**src/rtl/barrido_display_if.sv**
```systemverilog
// Bus between the digit scanner and its environment: value/load/blank
// controls in, scanned nibble, anode enables and advance tick out.
interface barrido_display_if #(
  parameter int DIGITS = 4
);
  logic [4*DIGITS-1:0] valor_i;
  logic                cargar_i;
  logic                blanco_i;
  logic [3:0]          nibble_o;
  logic [DIGITS-1:0]   anodo_o;
  logic                tick_o;

  // Environment side: drives the value and controls, observes the scan.
  modport master (
    output valor_i, cargar_i, blanco_i,
    input  nibble_o, anodo_o, tick_o
  );

  // Scanner side.
  modport slave (
    input  valor_i, cargar_i, blanco_i,
    output nibble_o, anodo_o, tick_o
  );
endinterface

```
**src/rtl/barrido_display.sv**
```systemverilog
// Time-multiplexed seven-segment scanner. Keeps a shadow of the displayed
// value, steps through the digits on a prescaled tick, keeps every slot dark
// for GUARD cycles to avoid ghosting, and can blank leading zeros.
module barrido_display #(
  parameter int DIGITS   = 4,
  parameter int PRESCALE = 50000,
  parameter int GUARD    = 4
) (
  input logic              clk_i,
  input logic              rst_i,
  barrido_display_if.slave bus
);
  localparam int CW = (PRESCALE > 1) ? $clog2(PRESCALE) : 1;
  localparam int IW = (DIGITS > 1) ? $clog2(DIGITS) : 1;
  localparam logic [CW-1:0] CONT_LAST = CW'(PRESCALE - 1);
  localparam logic [CW-1:0] GUARD_C   = CW'(GUARD);
  localparam logic [IW-1:0] IDX_LAST  = IW'(DIGITS - 1);

  typedef enum logic {OSCURO = 1'b0, ENCENDIDO = 1'b1} estado_t;

  logic [4*DIGITS-1:0] sombra_reg;
  logic [CW-1:0]       cont_reg, cont_next;
  logic [IW-1:0]       idx_reg, idx_next;
  estado_t             estado_reg, estado_next;
  logic                tick_next;
  logic [3:0]          nibble_reg, nibble_next;
  logic [DIGITS-1:0]   anodo_reg, anodo_next;
  logic                tick_reg;
  logic                blank;
  logic                acc_zero;
  logic [DIGITS-1:0]   zero_from;   // bit k: shadow digits k..DIGITS-1 are all zero
  logic [3:0]          digito [DIGITS];

  // Split the shadow register into per-digit nibbles.
  genvar gi;
  generate
    for (gi = 0; gi < DIGITS; gi++) begin : g_digito
      assign digito[gi] = sombra_reg[4*gi +: 4];
    end
  endgenerate

  // Prescaler and digit index: explicit compare-and-clear wrap so that
  // non-power-of-two counts behave.
  always_comb begin
    tick_next = (cont_reg == CONT_LAST);
    cont_next = tick_next ? '0 : cont_reg + 1'b1;
    idx_next  = idx_reg;
    if (tick_next) begin
      idx_next = (idx_reg == IDX_LAST) ? '0 : idx_reg + 1'b1;
    end
  end

  // Shadow value, prescaler and digit index registers.
  always_ff @(posedge clk_i or posedge rst_i) begin
    if (rst_i) begin
      sombra_reg <= '0;
      cont_reg   <= '0;
      idx_reg    <= '0;
    end else begin
      if (bus.cargar_i) begin
        sombra_reg <= bus.valor_i;
      end
      cont_reg <= cont_next;
      idx_reg  <= idx_next;
    end
  end

  // Slot FSM state register.
  always_ff @(posedge clk_i or posedge rst_i) begin
    if (rst_i) begin
      estado_reg <= OSCURO;
    end else begin
      estado_reg <= estado_next;
    end
  end

  // Slot FSM next state: dark until the prescaler reaches GUARD, lit until the tick.
  always_comb begin
    estado_next = estado_reg;
    case (estado_reg)
      OSCURO:    if (cont_next == GUARD_C) estado_next = ENCENDIDO;
      ENCENDIDO: if (tick_next)            estado_next = OSCURO;
      default:   estado_next = OSCURO;
    endcase
  end

  // Leading-zero detection, scanning from the most significant digit down.
  always_comb begin
    zero_from = '0;
    acc_zero  = 1'b1;
    for (int k = DIGITS - 1; k >= 0; k--) begin
      acc_zero     = acc_zero & (digito[k] == 4'h0);
      zero_from[k] = acc_zero;
    end
  end

  // Slot FSM outputs: nibble always follows idx, anode only lit when not dark/blank.
  always_comb begin
    nibble_next = digito[idx_reg];
    blank       = bus.blanco_i && (idx_reg != '0) && zero_from[idx_reg];
    anodo_next  = '1;
    if (estado_reg == ENCENDIDO && !blank) begin
      anodo_next[idx_reg] = 1'b0;
    end
  end

  // Output registers: one cycle behind the internal scan state.
  always_ff @(posedge clk_i or posedge rst_i) begin
    if (rst_i) begin
      nibble_reg <= 4'h0;
      anodo_reg  <= '1;
      tick_reg   <= 1'b0;
    end else begin
      nibble_reg <= nibble_next;
      anodo_reg  <= anodo_next;
      tick_reg   <= tick_next;
    end
  end

  assign bus.nibble_o = nibble_reg;
  assign bus.anodo_o  = anodo_reg;
  assign bus.tick_o   = tick_reg;
endmodule

```
**src/flat_wrapper.sv**
```systemverilog
// flat-port wrapper written by rule: the top's interface ports become plain ports
module barrido_display_flat 
#(
  parameter int DIGITS   = 4,
  parameter int PRESCALE = 50000,
  parameter int GUARD    = 4
)
  (clk_i, rst_i, bus_valor_i, bus_cargar_i, bus_blanco_i, bus_nibble_o, bus_anodo_o, bus_tick_o);
  barrido_display_if #(.DIGITS(DIGITS)) bus_i ();
  input logic clk_i;
  input logic rst_i;
  input wire logic [$bits(bus_i.valor_i)-1:0] bus_valor_i;
  input wire logic [$bits(bus_i.cargar_i)-1:0] bus_cargar_i;
  input wire logic [$bits(bus_i.blanco_i)-1:0] bus_blanco_i;
  output wire logic [$bits(bus_i.nibble_o)-1:0] bus_nibble_o;
  output wire logic [$bits(bus_i.anodo_o)-1:0] bus_anodo_o;
  output wire logic [$bits(bus_i.tick_o)-1:0] bus_tick_o;
  assign bus_i.valor_i = bus_valor_i;
  assign bus_i.cargar_i = bus_cargar_i;
  assign bus_i.blanco_i = bus_blanco_i;
  assign bus_nibble_o = bus_i.nibble_o;
  assign bus_anodo_o = bus_i.anodo_o;
  assign bus_tick_o = bus_i.tick_o;
  barrido_display #(.DIGITS(DIGITS), .PRESCALE(PRESCALE), .GUARD(GUARD)) u_core (.clk_i(clk_i), .rst_i(rst_i), .bus(bus_i));
endmodule
```
**config.mk**
```make
export PLATFORM = sky130hd
export DESIGN_NAME = barrido_display_flat
export DESIGN_NICKNAME = d
export VERILOG_FILES = /design/src/rtl/barrido_display_if.sv /design/src/rtl/barrido_display.sv /design/src/flat_wrapper.sv
export SDC_FILE = /design/constraint.sdc
export NUM_CORES = 1
export LEC_CHECK = 0
export ABC_AREA = 1
export BUFFER_PORTS_ARGS = -buffer_cell sky130_fd_sc_hd__buf_4
export CORE_MARGIN = 1.5
export CORE_UTILIZATION = 51
export CTS_CLUSTER_SIZE = 12
export DETAILED_ROUTE_END_ITERATION = 16
export GPL_TIMING_DRIVEN = 0
export PLACE_DENSITY = 0.87
export SKIP_LAST_GASP = 1
export SLEW_MARGIN = 20
export SYNTH_ARGS = -nofsm -noshare
export SYNTH_HDL_FRONTEND = slang
export SYNTH_SLANG_ARGS = --single-unit
```
**constraint.sdc**
```tcl
create_clock -name clk_i -period 1.7 [get_ports clk_i]
set_clock_uncertainty 0.15 [all_clocks]
set_input_delay 0.17 -clock clk_i [delete_from_list [all_inputs] [get_ports clk_i]]
set_output_delay 0.17 -clock clk_i [all_outputs]
set_load 0.02 [all_outputs]
```
==> results.md <==
Setup path:
- STA puts the critical path data required time at around 1.8 ns.
- The most numerous cell on the critical path is nand2_1.
- The worst setup path is captured at a flip-flop.
- The largest driver fanout on the critical path is 5.
- The largest stage delay on the critical path is 0.42 ns.
- Together, buffers and inverters on the worst path number 3.
- Traced cell by cell, the critical path runs through buf_4 -> buf_4 -> nand3_4 -> nand2_1 -> nand2_1 -> nand2_1 -> inv_1 -> nand2_1 -> nor2_1 -> nand2_1 -> nor2_1 -> nand3_1 -> nand2_1.
- The critical setup path kind is reg2reg.
- The element type at the critical path start is a flip-flop.
- The library cell contributing the largest single delay on the critical path is dfrtp_1.
- Data arrives at the worst endpoint at approximately 1.8 ns.
- The setup check on the worst reg-to-reg path leaves a slack of -0.03 ns.
- In this design, the largest share of critical-path delay is due to simple AND/OR/NAND/NOR gates.

Layout:
- The combined area of the multi-input logic cells is about 1000 um2.
- The growth of design area from synthesis to finish is 31.27%.
- The final-layout fill cell count is ~300.
- The core utilization of the finished layout is 0.7148.
- Registers take around 0.0011 mm2.
- The number of antenna repair diodes is 0.
- For this run, the post-layout net count is between 300 and 400.
- After the flow finishes, the layout carries non-filler instances totaling around 400.
- The final cell area excluding filler cells is 0.002942 mm2.
- Of the cells placed in the final design, the portion with a size suffix greater than 1 is 0.2244.

Global routing:
- The via count of the first global-routing pass came to between 2k and 2.5k.
- The pin count of the biggest net entering global routing is 32.
- Across every metal layer, demand over resource in global routing totals 0.2460.
- The number of antenna violations at the first check in global routing was 0.
- The first global-routing pass estimated roughly 9400 um of wire.
- The global route total overflow is 0.

Synth:
- The fraction of registers with async set or reset after synthesis is 1.000.
- After synthesis the netlist holds a flip-flop and latch count of 44.
- A synthesized cell averages 7.674 um2.
- The top flip-flop cell by instance count after synthesis is dfrtp_1.
- In the synthesized netlist, the cells that appear most often are nand2_1 (81), inv_1 (51), dfrtp_1 (40), nor2_1 (28), o21ai_0 (26).
- By instance count, the leading cell after synthesis is nand2_1.
- dfrtp_1 takes more of the synthesized area than any other cell.
- The total of warnings raised by yosys is 0.
- The area fraction of the dominant cell type after synthesis is 0.4467.
- Synthesis produced a netlist with a net count of 317.
- The synthesized netlist occupies a cell area of between 0.002 and 0.0025 mm2.
- The post-synthesis cell count is 292.
- In the post-synthesis netlist, the biggest area contributors are dfrtp_1 (45%), nand2_1 (14%), inv_1 (8.5%), o21ai_0 (5.8%), dfstp_2 (4.7%).
- The number of flops mapped to enable cells by yosys is 0.
- After synthesis, the netlist uses 21 different library cells.
- The share of the Yosys chip area taken by registers is 0.4936.

Timing:
- The portion of the clock cycle consumed by the worst path in the final layout is 1.018.
- For the pin with the worst max-slew slack, the measured transition is ~0.46 ns.
- Setup violations remaining at the end of the flow were counted as 1.
- The final critical path time including I/O delays and setup is approximately 1.7 ns.
- The final number of hold-violating endpoints is 0.
- The post-route worst hold slack is approximately 0.23 ns.
- In this run the tightest slew margin relative to its limit is 0.6947.
- Based on the critical path, the design can be clocked at up to 0.5779 GHz.
- Adding up every negative setup slack in the final design gives -0.03039 ns.
- The final count of pins violating max slew came to 0.
- Setup repair after global routing could not meet its margin everywhere.
- The minimum setup slack in the final design is -0.03039 ns.

Die:
- The die outline area is roughly 0.0048 mm2.
- The number of I/O pins is 29.
- The chip width is 69.29 um.
- In this run the core area contains 23 standard-cell rows.
- The overall die height is 69.29 um.
- The total area inside the core boundary comes to between 0.004 and 0.005 mm2.
- For this configuration, the core starts out at a cell density of 0.5445.

Status:
- The run finished, with violations left.
- The final reports fail on setup timing.

Clocking:
- Clock tree synthesis selected as its root buffer the cell clkbuf_8.
- At the later pin of the worst-skew pair, clock insertion delay measures ~0.30 ns.
- The H-tree depth is 2.
- TritonCTS built the clock tree.
- The clock transition at the register clock pins on the worst setup and hold paths after CTS is 0.08 ns.
- The total clock buffers created by CTS is 5.
- The TritonCTS sink count is between 40 and 50.
- The clock passes through at most 2 buffers.

Pwr:
- The worst-case vdd ir drop is around 0.00065 V.
- The total power draw is ~2 mW.
- The leakage power is 1.535 nW.
- The power density over cell area is approximately 690 mW/mm2.

Min path:
- The worst hold path class is in2async.

Place:
- The cell area reported after detailed placement is 0.002534 mm2.
- Counting tap cells, the placed design contains a total of 371 instances.
- The post-placement worst setup slack is -0.3318 ns.
- The final estimated routing congestion in global placement is around 0.94.
- The total of buffers placed on input and output ports is 28.
- Detailed placement finished with a half-perimeter wire length of between 3000 and 4000 um.

Detailed routing:
- The mean routed wirelength per cell is approximately 14 um.
- In the routed layout, each cell is associated on average with a via count of around 5.4.
- The final layout contains routed wiring with a total length of around 5600 um.
- After the first detailed-routing iteration, the DRC count stood at 240.
- The first detailed-routing pass ran for 5 iterations.
- The final routed DRC violation total is 0.
- The total number of vias is about 2.2k.
- The detail route stage leaves a number of antenna-violating nets equal to 0.

Run:
- The max-cap violation count is 0.
-- report_power, final --
part,internal (mW),total (mW),switching (mW)
clock network,0.362,0.722,0.360
registers,1.09,1.11,0.0223
logic,0.101,0.203,0.102
-- cells by family after synthesis --
kind of cell	after synthesis	synth area share
compound gates	40	0.08989
fa+ha+maj	5	0.02792
xor+xnor	1	0.003909
flops	44	0.4936
simple gates	145	0.2859
mux	1	0.005025
buf+inv	56	0.09380
-- tightest hold or removal path, cell delays in order --
cell           delay, ns
dlygate4sd3_1       0.54
buf_4               0.13
inv_2               0.24
-- per-layer routing --
layer	routed length, um	track usage	vias to the layer above	share of wire
met4	75	0.07190	0	0.013
met3	354	0.07122	8	0.063
li1	-	-	1033	-
met1	2167	0.2845	1041	0.38
met5	0	0	-	0
met2	3032	0.4402	89	0.54
-- worst paths after layout --
| path | from | end | cells past startpoint |
|---|---|---|---|
| setup / recovery | u_core.cont_reg[1] | u_core.estado_reg | 13 |
| hold / removal | rst_i | u_core.sombra_reg[8] | 3 |
| setup reg to reg | u_core.cont_reg[1] | u_core.estado_reg | 13 |
| hold reg to reg | u_core.estado_reg | u_core.estado_reg | 2 |
| max in group asynchronous | rst_i | u_core.bus.anodo_o[2] | 4 |
| min in group clk_i | bus_cargar_i | u_core.sombra_reg[9] | 4 |
-- cell usage in the layout, fill, tap and decap left out, types with 6 or more instances in the layout --
cell type and count:
buf_4 36, dfrtp_1 36, o21ai_0 25, nand3_1 14, clkbuf_8 7, nor2_1 24
dlygate4sd3_1 18, nand2_1 77, nand4_1 6, inv_1 47, nand2_2 6, a21oi_1 13
-- repair_timing --
action,CTS,global route
pin swaps,4,4
resized for setup,10,18
setup buffers,4,3
hold buffers,18,0
endpoints found under the setup margin,7,6
cloned,0,0
endpoints found under the hold margin,56,0
-- final cells by class --
| type | instances | share of cell area |
|---|---|---|
| sequential | 44 | 0.3777 |
| multi-input combinational | 192 | 0.3394 |
| timing repair buffer | 54 | 0.1574 |
| inverter | 51 | 0.06508 |
| clock buffer | 7 | 0.03275 |
| tap | 50 | 0.02127 |
| buffer | 4 | 0.006380 |
(Power assumes the default switching activity.)
